===== src/rtl/network_interface_pos_tx_pkg.sv =====
// Shared types and constants for the position-traffic k2n transmitter.
// A beat is LANES_PER_BEAT position records side by side, lane 0 in the low bits.
package network_interface_pos_tx_pkg;

  localparam int AXIS_TDATA_WIDTH      = 512;
  localparam int STREAMING_TDEST_WIDTH = 16;
  localparam int RECORD_WIDTH          = 128;
  localparam int LANES_PER_BEAT        = AXIS_TDATA_WIDTH / RECORD_WIDTH;
  localparam int LANE_BYTES            = RECORD_WIDTH / 8;
  localparam int KEEP_WIDTH            = AXIS_TDATA_WIDTH / 8;
  localparam int LANE_CNT_W            = (LANES_PER_BEAT > 1) ? $clog2(LANES_PER_BEAT) : 1;

  typedef logic [RECORD_WIDTH-1:0] pos_record_t;

  typedef enum logic [1:0] {
    IDLE,
    FILL,
    DONE
  } tx_state_t;

  typedef struct packed {
    logic [AXIS_TDATA_WIDTH-1:0] data;
    logic [KEEP_WIDTH-1:0]       keep;
  } beat_t;

  // Each written lane owns LANE_BYTES consecutive tkeep bits.
  function automatic logic [KEEP_WIDTH-1:0] lanes_to_keep(input logic [LANES_PER_BEAT-1:0] mask);
    logic [KEEP_WIDTH-1:0] k;
    k = '0;
    for (int i = 0; i < LANES_PER_BEAT; i++) begin
      k[i*LANE_BYTES +: LANE_BYTES] = {LANE_BYTES{mask[i]}};
    end
    return k;
  endfunction

endpackage


===== src/rtl/network_interface_pos_tx_packer.sv =====
// Lane buffer for one beat: collects records into lanes, tracks which lanes were written,
// and holds a closed beat when the output register downstream is still occupied.
module network_interface_pos_tx_packer
  import network_interface_pos_tx_pkg::*;
(
  input  logic        clk,
  input  logic        clear,
  input  logic        wr_en,
  input  pos_record_t wr_data,
  input  logic        wr_last,
  input  logic        out_free,
  output logic        full,
  output logic        beat_avail,
  output beat_t       beat
);

  localparam logic [LANE_CNT_W-1:0] LAST_LANE = LANE_CNT_W'(LANES_PER_BEAT - 1);

  logic [LANES_PER_BEAT-1:0][RECORD_WIDTH-1:0] lane_q, lane_d, merged;
  logic [LANES_PER_BEAT-1:0]                   mask_q, mask_d, merged_mask;
  logic [LANE_CNT_W-1:0]                       lane_cnt_q, lane_cnt_d;
  logic                                        full_q, full_d;
  logic                                        close;

  // Buffer contents as they would look with this cycle's record folded in; this is
  // what lets a closing record reach the output register on the very next edge.
  always_comb begin
    merged      = lane_q;
    merged_mask = mask_q;
    for (int i = 0; i < LANES_PER_BEAT; i++) begin
      if (wr_en && (lane_cnt_q == LANE_CNT_W'(i))) begin
        merged[i]      = wr_data;
        merged_mask[i] = 1'b1;
      end
    end
  end

  assign close      = wr_en && ((lane_cnt_q == LAST_LANE) || wr_last);
  assign beat_avail = full_q || close;
  assign full       = full_q;
  assign beat.data  = merged;
  assign beat.keep  = lanes_to_keep(merged_mask);

  always_comb begin
    lane_d     = lane_q;
    mask_d     = mask_q;
    lane_cnt_d = lane_cnt_q;
    full_d     = full_q;
    if (full_q) begin
      if (out_free) begin
        lane_d     = '0;
        mask_d     = '0;
        lane_cnt_d = '0;
        full_d     = 1'b0;
      end
    end else if (close) begin
      lane_cnt_d = '0;
      if (out_free) begin
        lane_d = '0;
        mask_d = '0;
      end else begin
        lane_d = merged;
        mask_d = merged_mask;
        full_d = 1'b1;
      end
    end else if (wr_en) begin
      lane_d     = merged;
      mask_d     = merged_mask;
      lane_cnt_d = lane_cnt_q + 1'b1;
    end
  end

  always_ff @(posedge clk) begin
    if (clear) begin
      lane_q     <= '0;
      mask_q     <= '0;
      lane_cnt_q <= '0;
      full_q     <= 1'b0;
    end else begin
      lane_q     <= lane_d;
      mask_q     <= mask_d;
      lane_cnt_q <= lane_cnt_d;
      full_q     <= full_d;
    end
  end

endmodule


===== src/rtl/network_interface_pos_tx.sv =====
// Position-record transmitter: packs 128-bit records into 512-bit k2n beats, one packet
// per beat, for a run of number_packets beats started by ap_start.
module network_interface_pos_tx
  import network_interface_pos_tx_pkg::*;
(
  input  logic                             ap_clk,
  input  logic                             ap_rst,
  input  logic                             reset_fsm_n,
  input  logic                             ap_start,
  input  logic [31:0]                      number_packets,
  input  logic [STREAMING_TDEST_WIDTH-1:0] dest_id,
  output logic                             ap_idle,
  output logic                             ap_done,
  input  logic [RECORD_WIDTH-1:0]          rec_data,
  input  logic                             rec_valid,
  input  logic                             rec_last,
  output logic                             rec_ready,
  output logic [AXIS_TDATA_WIDTH-1:0]      M_AXIS_k2n_tdata,
  output logic [KEEP_WIDTH-1:0]            M_AXIS_k2n_tkeep,
  output logic                             M_AXIS_k2n_tvalid,
  output logic                             M_AXIS_k2n_tlast,
  output logic [STREAMING_TDEST_WIDTH-1:0] M_AXIS_k2n_tdest,
  input  logic                             M_AXIS_k2n_tready
);

  tx_state_t                        state_q, state_d;
  logic [31:0]                      np_q, np_d;
  logic [31:0]                      beat_cnt_q, beat_cnt_d;
  logic [STREAMING_TDEST_WIDTH-1:0] dest_q, dest_d;
  logic [AXIS_TDATA_WIDTH-1:0]      tdata_q, tdata_d;
  logic [KEEP_WIDTH-1:0]            tkeep_q, tkeep_d;
  logic                             tvalid_q, tvalid_d;
  logic                             tlast_q, tlast_d;
  logic                             ap_done_q, ap_done_d;
  logic                             ap_idle_q, ap_idle_d;

  logic  rst, hs, out_free, load, wr_en, pk_clear, pk_full, pk_avail;
  beat_t pk_beat;

  assign rst      = ap_rst | ~reset_fsm_n;
  assign hs       = tvalid_q & M_AXIS_k2n_tready;
  assign out_free = ~tvalid_q | M_AXIS_k2n_tready;
  assign load     = (state_q == FILL) & pk_avail & out_free;
  // A held closed beat means the buffer cannot take another record until it moves out.
  assign rec_ready = (state_q == FILL) & ~pk_full;
  assign wr_en     = rec_valid & rec_ready;
  assign pk_clear  = rst | (state_q != FILL);

  network_interface_pos_tx_packer u_packer (
    .clk        (ap_clk),
    .clear      (pk_clear),
    .wr_en      (wr_en),
    .wr_data    (rec_data),
    .wr_last    (rec_last),
    .out_free   (out_free),
    .full       (pk_full),
    .beat_avail (pk_avail),
    .beat       (pk_beat)
  );

  always_comb begin
    state_d    = state_q;
    np_d       = np_q;
    dest_d     = dest_q;
    beat_cnt_d = beat_cnt_q;
    tdata_d    = tdata_q;
    tkeep_d    = tkeep_q;
    tvalid_d   = tvalid_q;
    tlast_d    = tlast_q;
    ap_done_d  = 1'b0;
    ap_idle_d  = ap_idle_q;
    unique case (state_q)
      IDLE: begin
        if (ap_start) begin
          np_d       = number_packets;
          dest_d     = dest_id;
          beat_cnt_d = '0;
          ap_idle_d  = 1'b0;
          if (number_packets == '0) begin
            state_d   = DONE;
            ap_done_d = 1'b1;
          end else begin
            state_d = FILL;
          end
        end
      end
      FILL: begin
        if (load) begin
          tdata_d  = pk_beat.data;
          tkeep_d  = pk_beat.keep;
          tvalid_d = 1'b1;
          tlast_d  = 1'b1;
        end else if (hs) begin
          tvalid_d = 1'b0;
          tlast_d  = 1'b0;
        end
        if (hs) begin
          beat_cnt_d = beat_cnt_q + 32'd1;
          if (beat_cnt_d == np_q) begin
            state_d   = DONE;
            ap_done_d = 1'b1;
          end
        end
      end
      DONE: begin
        state_d   = IDLE;
        ap_idle_d = 1'b1;
        tvalid_d  = 1'b0;
        tlast_d   = 1'b0;
      end
      default: state_d = IDLE;
    endcase
  end

  always_ff @(posedge ap_clk) begin
    if (rst) begin
      state_q    <= IDLE;
      np_q       <= '0;
      beat_cnt_q <= '0;
      dest_q     <= '0;
      tdata_q    <= '0;
      tkeep_q    <= '0;
      tvalid_q   <= 1'b0;
      tlast_q    <= 1'b0;
      ap_done_q  <= 1'b0;
      ap_idle_q  <= 1'b1;
    end else begin
      state_q    <= state_d;
      np_q       <= np_d;
      beat_cnt_q <= beat_cnt_d;
      dest_q     <= dest_d;
      tdata_q    <= tdata_d;
      tkeep_q    <= tkeep_d;
      tvalid_q   <= tvalid_d;
      tlast_q    <= tlast_d;
      ap_done_q  <= ap_done_d;
      ap_idle_q  <= ap_idle_d;
    end
  end

  assign ap_idle           = ap_idle_q;
  assign ap_done           = ap_done_q;
  assign M_AXIS_k2n_tdata  = tdata_q;
  assign M_AXIS_k2n_tkeep  = tkeep_q;
  assign M_AXIS_k2n_tvalid = tvalid_q;
  assign M_AXIS_k2n_tlast  = tlast_q;
  assign M_AXIS_k2n_tdest  = dest_q;

endmodule


===== config.mk =====
export PLATFORM = sky130hd
export DESIGN_NAME = network_interface_pos_tx
export DESIGN_NICKNAME = d
export VERILOG_FILES = /design/src/rtl/network_interface_pos_tx_pkg.sv /design/src/rtl/network_interface_pos_tx_packer.sv /design/src/rtl/network_interface_pos_tx.sv
export SDC_FILE = /design/constraint.sdc
export NUM_CORES = 2
export LEC_CHECK = 0
export ABC_AREA = 0
export ABC_CLOCK_PERIOD_IN_PS = 7800
export BUFFER_PORTS_ARGS = -buffer_cell sky130_fd_sc_hd__buf_2
export CAP_MARGIN = 10
export CORE_AREA = 5 5 300 302
export CTS_CLUSTER_DIAMETER = 200
export DETAILED_ROUTE_END_ITERATION = 16
export DIE_AREA = 0 0 305 307
export GPL_TIMING_DRIVEN = 0
export PLACE_DENSITY_LB_ADDON = 0.3
export SLEW_MARGIN = 20
export SYNTH_ARGS = -nofsm -noshare
export SYNTH_HDL_FRONTEND = slang
export SYNTH_SLANG_ARGS = --single-unit

===== constraint.sdc =====
create_clock -name ap_clk -period 7.8 [get_ports ap_clk]
set_clock_uncertainty 0.2 [all_clocks]
set_input_delay 0.39 -clock ap_clk [delete_from_list [all_inputs] [get_ports ap_clk]]
set_output_delay 0.39 -clock ap_clk [all_outputs]
set_load 0.05 [all_outputs]

## Yosys cells after proc, flatten, opt, wreduce, memory -nomap -nowiden

Index checks and enable logic that the tools add are counted.
W data, S select, Z words.

| word-level totals | value |
|---|---|
| output and inout bits | 597 |
| logic and storage cells | 105 |
| bits in registers | 1165 |

| cells by class | value |
|---|---|
| mux-type cells | 43 |
| bitwise operators | 11 |
| eq/ne operators | 12 |
| add/sub/neg operators | 2 |
| reduce and logical (&&, ||, !) cells | 21 |

Operator list:

| operator | number |
|---|---|
| $mux W512 | 5 |
| $mux W128 | 4 |
| $mux W32 | 2 |
| $pmux W32 S2 | 1 |
| $add A32 B1 Y32 const B | 1 |
| $eq A32 B32 Y1 | 1 |
| $logic_not A32 Y1 | 1 |
| $mux W4 | 5 |
| $mux W2 | 8 |
| $mux W1 | 14 |
| $reduce_and A2 Y1 | 5 |
| $eq A2 B2 Y1 const B | 3 |
| $ne A2 B2 Y1 const B | 3 |
| $pmux W1 S2 | 3 |
| $reduce_and A3 Y1 | 2 |
| $reduce_bool A2 Y1 | 3 |
| $and A1 B1 Y1 | 5 |
| $logic_and A1 B1 Y1 | 5 |
| $eq A2 B1 Y1 const B | 2 |
| $logic_not A2 Y1 | 2 |
| $ne A2 B1 Y1 const B | 2 |
| $pmux W2 S2 | 1 |
| $ne A3 B3 Y1 const B | 1 |
| $not A1 Y1 | 3 |
| other kinds (4) | 7 |

## Logic depth before layout (Yosys ltp)

| depth | value |
|---|---|
| word-level depth | 9 |
| depth in mapped cells | 11 |
| gate-level depth less buffers | 9 |

## Hierarchy

From an unflattened synthesis, not the netlist that was laid out.

| unflattened totals | value |
|---|---|
| cells, all modules | 5098 |
| area total of the unflattened synthesis | 47895.9 µm² |

Modules (own cells, without submodules):

| module | instances | area each (µm²) | cells an instance |
|---|---|---|---|
| network_interface_pos_tx | 1 | 24156.9 | 3117 |
| network_interface_pos_tx_packer | 1 | 23739.0 | 1981 |

## Worst setup path after synthesis

No wires, ideal clock.

| timing | value |
|---|---|
| path type | reg-to-reg |
| start point | register beat_cnt_q[0] |
| end point | register state_q[0] |
| buffers on the path | 0 |
| required time | 7483 ps |
| arrival time | 3213 ps |
| setup slack | 4270 ps |
| stages on the path, launching flop included | 10 |
| setup time | 117 ps |
| cell sequence | dfxtp_1 -> ha_1 -> nand3_1 -> or4_2 -> nor3_1 -> xnor2_1 -> or3_1 -> or4_1 -> a2111o_1 -> o2bb2ai_1 |

| on the way | value |
|---|---|
| word-level cells in the longest chain between the ends | 4 |

Ends and longest elaborated chain:

| what | line | text |
|---|---|---|
| start, declared | network_interface_pos_tx.sv:28 | `logic [31:0] beat_cnt_q, beat_cnt_d;` |
| start signal, assigned | network_interface_pos_tx.sv:130 | `beat_cnt_q <= beat_cnt_d;` |
| $add A32 B1 Y32 | network_interface_pos_tx.sv:98 | `beat_cnt_d = beat_cnt_q + 32'd1;` |
| $eq A32 B32 Y1 | network_interface_pos_tx.sv:99 | `if (beat_cnt_d == np_q) begin` |
| $ne A2 B1 Y1 (no line) | - |  |
| $reduce_and A3 Y1 (no line) | - |  |
| end signal, assigned | network_interface_pos_tx.sv:128 | `state_q <= state_d;` |
| end, declared | network_interface_pos_tx.sv:26 | `tx_state_t state_q, state_d;` |

Every way passes these cells.
A chain may end at the register's enable or synchronous reset.

## Worst setup path after layout

| timing | value |
|---|---|
| start point | register state_q[0] |
| end point | register tdata_q[277], in the netlist M_AXIS_k2n_tdata[277] |

| on the way | value |
|---|---|
| word-level cells in the longest chain between the ends | 8 |

Ends and longest elaborated chain:

| what | line | text |
|---|---|---|
| $eq A2 B1 Y1 (*) | network_interface_pos_tx.sv:43, network_interface_pos_tx.sv:45, network_interface_pos_tx.sv:72 |  |
| $and A1 B1 Y1 | network_interface_pos_tx.sv:45 | `assign rec_ready = (state_q == FILL) & ~pk_full;` |
| $and A1 B1 Y1 | network_interface_pos_tx.sv:46 | `assign wr_en = rec_valid & rec_ready;` |
| $logic_and A1 B1 Y1 | network_interface_pos_tx_packer.sv:38 | `assign close = wr_en && ((lane_cnt_q == LAST_LANE) \|\| wr_last);` |
| $logic_or A1 B1 Y1 | network_interface_pos_tx_packer.sv:39 | `assign beat_avail = full_q \|\| close;` |
| $and A1 B1 Y1 (2 in series) | network_interface_pos_tx.sv:43 | `assign load = (state_q == FILL) & pk_avail & out_free;` |
| $reduce_and A2 Y1 (no line) | - |  |
| end signal, assigned | network_interface_pos_tx.sv:132 | `tdata_q <= tdata_d;` |
| end, declared | network_interface_pos_tx.sv:30 | `logic [AXIS_TDATA_WIDTH-1:0] tdata_q, tdata_d;` |

Mark *: on every way between the ends. The rest lies on a longest branch, timed or not.

==> PnR_summary.wiki <==
{| class="wikitable"
! Metric !! Value
|-
| Gate power share || 0.047
|-
| Power density relative to cell area || roughly 220 nW/um^2
|-
| Layout Area Growth over Synthesis || 23.19%
|-
| Average wire per cell in the routed design || approximately 23 microns
|-
| Largest family of logic cells by synthesized area || simple AND/OR/NAND/NOR gates
|-
| Max cap viols || 0
|-
| Die height || roughly 300 microns
|-
| Critical Path End || M_AXIS_k2n_tdata[277]
|-
| Total routing resource utilization after global routing || 0.3508
|-
| Avg Synthesized Cell Area || approximately 8 sq um
|-
| Weighted congestion at the end of routability-driven global placement || about 0.9
|-
| Initial antenna violation count || 7
|-
| Maximum number of pins on one net before global-route repair || 18
|-
| Setup repair after global routing missed its margin || no
|-
| Top cell family by delay on the critical path || buffers and inverters
|-
| Count of boundary I/O pins || a little under 800
|-
| Most used cell, CP || sky130_fd_sc_hd__clkbuf_1
|-
| Worst-path cell with the longest stage delay || sky130_fd_sc_hd__clkbuf_2
|-
| Total number of H-tree levels || 3
|-
| Netlist cell types || 56
|-
| Combined area of all synthesized cells || 44,330 sq um
|-
| Maximum count of clock buffers along a single path || 3
|-
| Crit path capture type || flip-flop
|-
| Critical Path Start Type || flip-flop
|-
| Post-cts repair resize count || 0
|-
| Flops & latches, synth || 1,120
|-
| Clock latency on the worst-skew pair || roughly 0.70 ns
|-
| Final WL || about 180 mm
|-
| Path type of the worst min-delay path || input port to flip-flop
|-
| Worst Hold Depth || 5
|-
| Leakage Power || 18.57 nW
|-
| Finished Core Util || 0.6247
|-
| Post-synthesis instance total || roughly 5,400
|-
| Final setup violation count || 0
|-
| Number of vias in the routed layout || between 40,000 and 50,000
|-
| Critical Path AT || 5.12 ns
|-
| Highest ir drop seen on vdd || 175.6 uV
|-
| Shortest clock period the worst path allows after layout || between 4 and 5 ns
|-
| Compound-Gate Fraction of Synth Area || 0.2067
|-
| R2r setup slk || roughly 3 ns
|-
| Most frequently used flop master after synthesis || sky130_fd_sc_hd__dfxtp_1
|-
| Nets in the synthesized netlist || 5,598
|-
| Worst Setup SP || state_q[0]
|-
| Seq pwr share || 0.489
|-
| Final hold violation count || 0
|-
| Number of input and output port buffers inserted || around 650
|-
| Post-detailed-placement half-perimeter wirelength || ~130 mm
|-
| Via count of the first global-routing pass || between 40,000 and 50,000
|-
| Initial DRC Count || between 5,000 and 6,000
|-
| Least-Margin Pin Slew || 1.222 ns
|-
| Adder and majority gate portion of the synthesized area || 0.001411
|-
| Highest clock frequency the design can meet || between 200 and 250 MHz
|-
| Share of flip-flops with an asynchronous set or reset || 0
|-
| Xor and xnor fraction of the mapped netlist area || 0.009484
|-
| Most used cells in the layout excluding fill and tap cells || sky130_fd_sc_hd__nand2_1, sky130_fd_sc_hd__dfxtp_1, sky130_fd_sc_hd__nor2_1
|-
| Chain of cells forming the critical path || nand2b_1 > nor2_1 > and2_1 > clkbuf_1 > a21oi_1 > nor3b_1 > clkbuf_1 > clkbuf_1 > clkbuf_2 > clkbuf_1 > a311oi_1
|-
| Multiplexer share of the synthesized area || 0.0007057
|-
| Cell-internal power || ~0.0090 W
|-
| Req. time, crit path || about 8 ns
|-
| Share of total power consumed by net switching || 0.2334
|-
| Standard cell core area || slightly below 90,000 sq um
|-
| First-pass iteration count of the detailed router || 7
|-
| Number of rows in the core area || 109
|-
| RR Endpoint || M_AXIS_k2n_tdata[277]
|-
| Post-route DRC violation count || 0
|-
| Die ar. || around 94,000 sq um
|-
| Critical path depth in cells || 11
|-
| First-pass GRT wire length || about 260 mm
|-
| Headroom to the max-slew limit || 0.1856
|-
| Clock net sink count || between 1,000 and 1,500
|-
| Register area share after synthesis || 0.5058
|-
| TritonCTS Buffers || between 100 and 150
|-
| Number of synthesized flops with an enable pin || 0
|-
| Fraction of the mapped netlist area in simple logic gates || 0.2080
|-
| CP Max Fanout || 10
|-
| Count of synthesis-stage warnings from yosys || 0
|-
| Run status || completed
|-
| Root cell of the clock tree || sky130_fd_sc_hd__clkbuf_16
|-
| Number of vias per cell || roughly 6
|-
| CTS clk-pin slew, worst paths || roughly 0.060 ns
|-
| Layout cell share with drive strength beyond 1 || 0.1652
|-
| Initial standard-cell utilization of the core || 0.5071
|-
| Power share of the clock group || 0.463
|-
| Final total negative setup slack || 0 ns
|-
| Total net switching power || approximately 0.0027 W
|-
| # nets final || about 6,500
|-
| Max incr delay on CP || between 0.7 and 0.8 ns
|-
| Fin. max-slew vios || 0
|-
| Crit path buf inv count || 5
|-
| Post-route antenna net violation count || 0
|-
| Number of cells traversed by the worst register-to-register path || 11
|-
| Startpoint-to-endpoint class of the critical path || flip-flop to flip-flop
|-
| Reg-to-reg startpoint || state_q[0]
|-
| Crit share post-route || 0.6154
|-
| TritonCTS clock tree || done
|-
| Die span in x || between 300 and 400 microns
|-
| Aggregate global routing overflow || 0
|-
| Commonest non-fill, non-tap cell in the layout || sky130_fd_sc_hd__nand2_1
|}
tightest hold or removal path: cells and delay by family:
family        cells  cell delay (ns)
buf+inv           1             0.09
mux               1             0.14
simple gates      3             0.29
layer usage:
layer,wire length [microns],global-route usage
met2,79410,0.5632
met1,65650,0.4268
met3,17530,0.08223
met5,13,0
met4,12870,0.2227
worst min-delay path by stage:
stage / start / to / slack [ns]
after global routing: ap_start / beat_cnt_q[15] / 0.10
after global placement: M_AXIS_k2n_tdest[1] / M_AXIS_k2n_tdest[1] / 0.24
after floorplan: np_q[0] / np_q[0] / 0.25
after CTS: ap_start / beat_cnt_q[15] / 0.05
final: ap_start / beat_cnt_q[15] / 0.07
after detailed placement: M_AXIS_k2n_tdest[10] / M_AXIS_k2n_tdest[10] / 0.25
flip-flops by register name (all words and copies together), names as in the netlist, 2 cells and up:
name,flops
M_AXIS_k2n_tdata,512
M_AXIS_k2n_tdest,16
M_AXIS_k2n_tkeep,4
beat_cnt_q,32
np_q,32
state_q,2
u_packer.lane_cnt_q,2
u_packer.lane_q,512
u_packer.mask_q,4
power groups by stage:
stage,logic (W),registers (W),clock network [W]
after floorplan,0.000249,0.00590,0
after global placement,0.000463,0.00587,0
after detailed placement,0.000467,0.00587,0
after CTS,0.000541,0.00575,0.00543
after global routing,0.000583,0.00574,0.00568
final,0.000557,0.00575,0.00544
synthesized netlist by cell type, drive strengths merged, types with 3 or more instances:
| library cell | instances | area [sq um] |
|---|---|---|
| nor2 | 1090 | 4091 |
| nand3 | 10 | 62.56 |
| o21ai | 30 | 150.1 |
| or2 | 4 | 25.02 |
| xnor2 | 32 | 280.3 |
| a21o | 3 | 22.52 |
| dfxtp | 1120 | 22420 |
| nand2b | 6 | 37.54 |
| xor2 | 16 | 140.1 |
| a22oi | 517 | 3881 |
| or3 | 10 | 65.06 |
| nor3 | 18 | 90.09 |
| a311oi | 519 | 4546 |
| nand2 | 1173 | 4405 |
| or4 | 7 | 62.56 |
| a21oi | 82 | 410.4 |
| nor4 | 19 | 133.9 |
| and3 | 6 | 37.54 |
| a211oi | 7 | 52.55 |
| buf | 71 | 514.3 |
| a31oi | 4 | 25.02 |
| inv | 3 | 11.26 |
| clkbuf | 618 | 2482 |
| and2 | 4 | 25.02 |
| ha | 5 | 62.56 |
| nand4 | 14 | 102.6 |
| nand3b | 3 | 22.52 |
repair_timing:
item | in CTS | in global routing
endpoints found under the hold margin | 1063 | 0
hold buffers | 178 | 0
buffers inserted | 0 | 0
layout make-up:
| class | count | area, sq um |
|---|---|---|
| fill | 7531 | 32810 |
| sequential | 1120 | 22420 |
| multi-input combinational | 3598 | 18900 |
| timing repair buffer | 831 | 5095 |
| clock buffer | 177 | 3319 |
| buffer | 689 | 3037 |
| tap | 1165 | 1458 |
| clock inverter | 27 | 344.1 |
| antenna | 10 | 25.02 |
| inverter | 3 | 11.26 |
stage by stage:
stage | setup WS, ns | power [W] | cell area (sq um) | hold WS, ns | cells
after global routing | 2.814 | 0.01201 | 54590 | 0.1043 | 7613
after CTS | 3.152 | 0.01172 | 54580 | 0.05476 | 7610
final | 3.000 | 0.01174 | 54610 | 0.07470 | 7620
after detailed placement | 3.168 | 0.006340 | 49140 | 0.2477 | 7228
after floorplan | 4.270 | 0.006149 | 44330 | 0.2478 | 5410
after global placement | 2.716 | 0.006336 | 49040 | 0.2395 | 7226
kinds of logic (layout without fill, tap and decap cells):
family / count (synthesis) / count (layout)
buffers and inverters: 692 / 1727
AND/OR/NAND/NOR: 2371 / 2371
XOR/XNOR: 48 / 48
AO/OA/AOI/OAI: 1171 / 1171
multiplexers: 3 / 3
other: 0 / 10
adder cells (fa/ha/maj): 5 / 5
flip-flops: 1120 / 1120
Power figures use the tool's default switching activity.
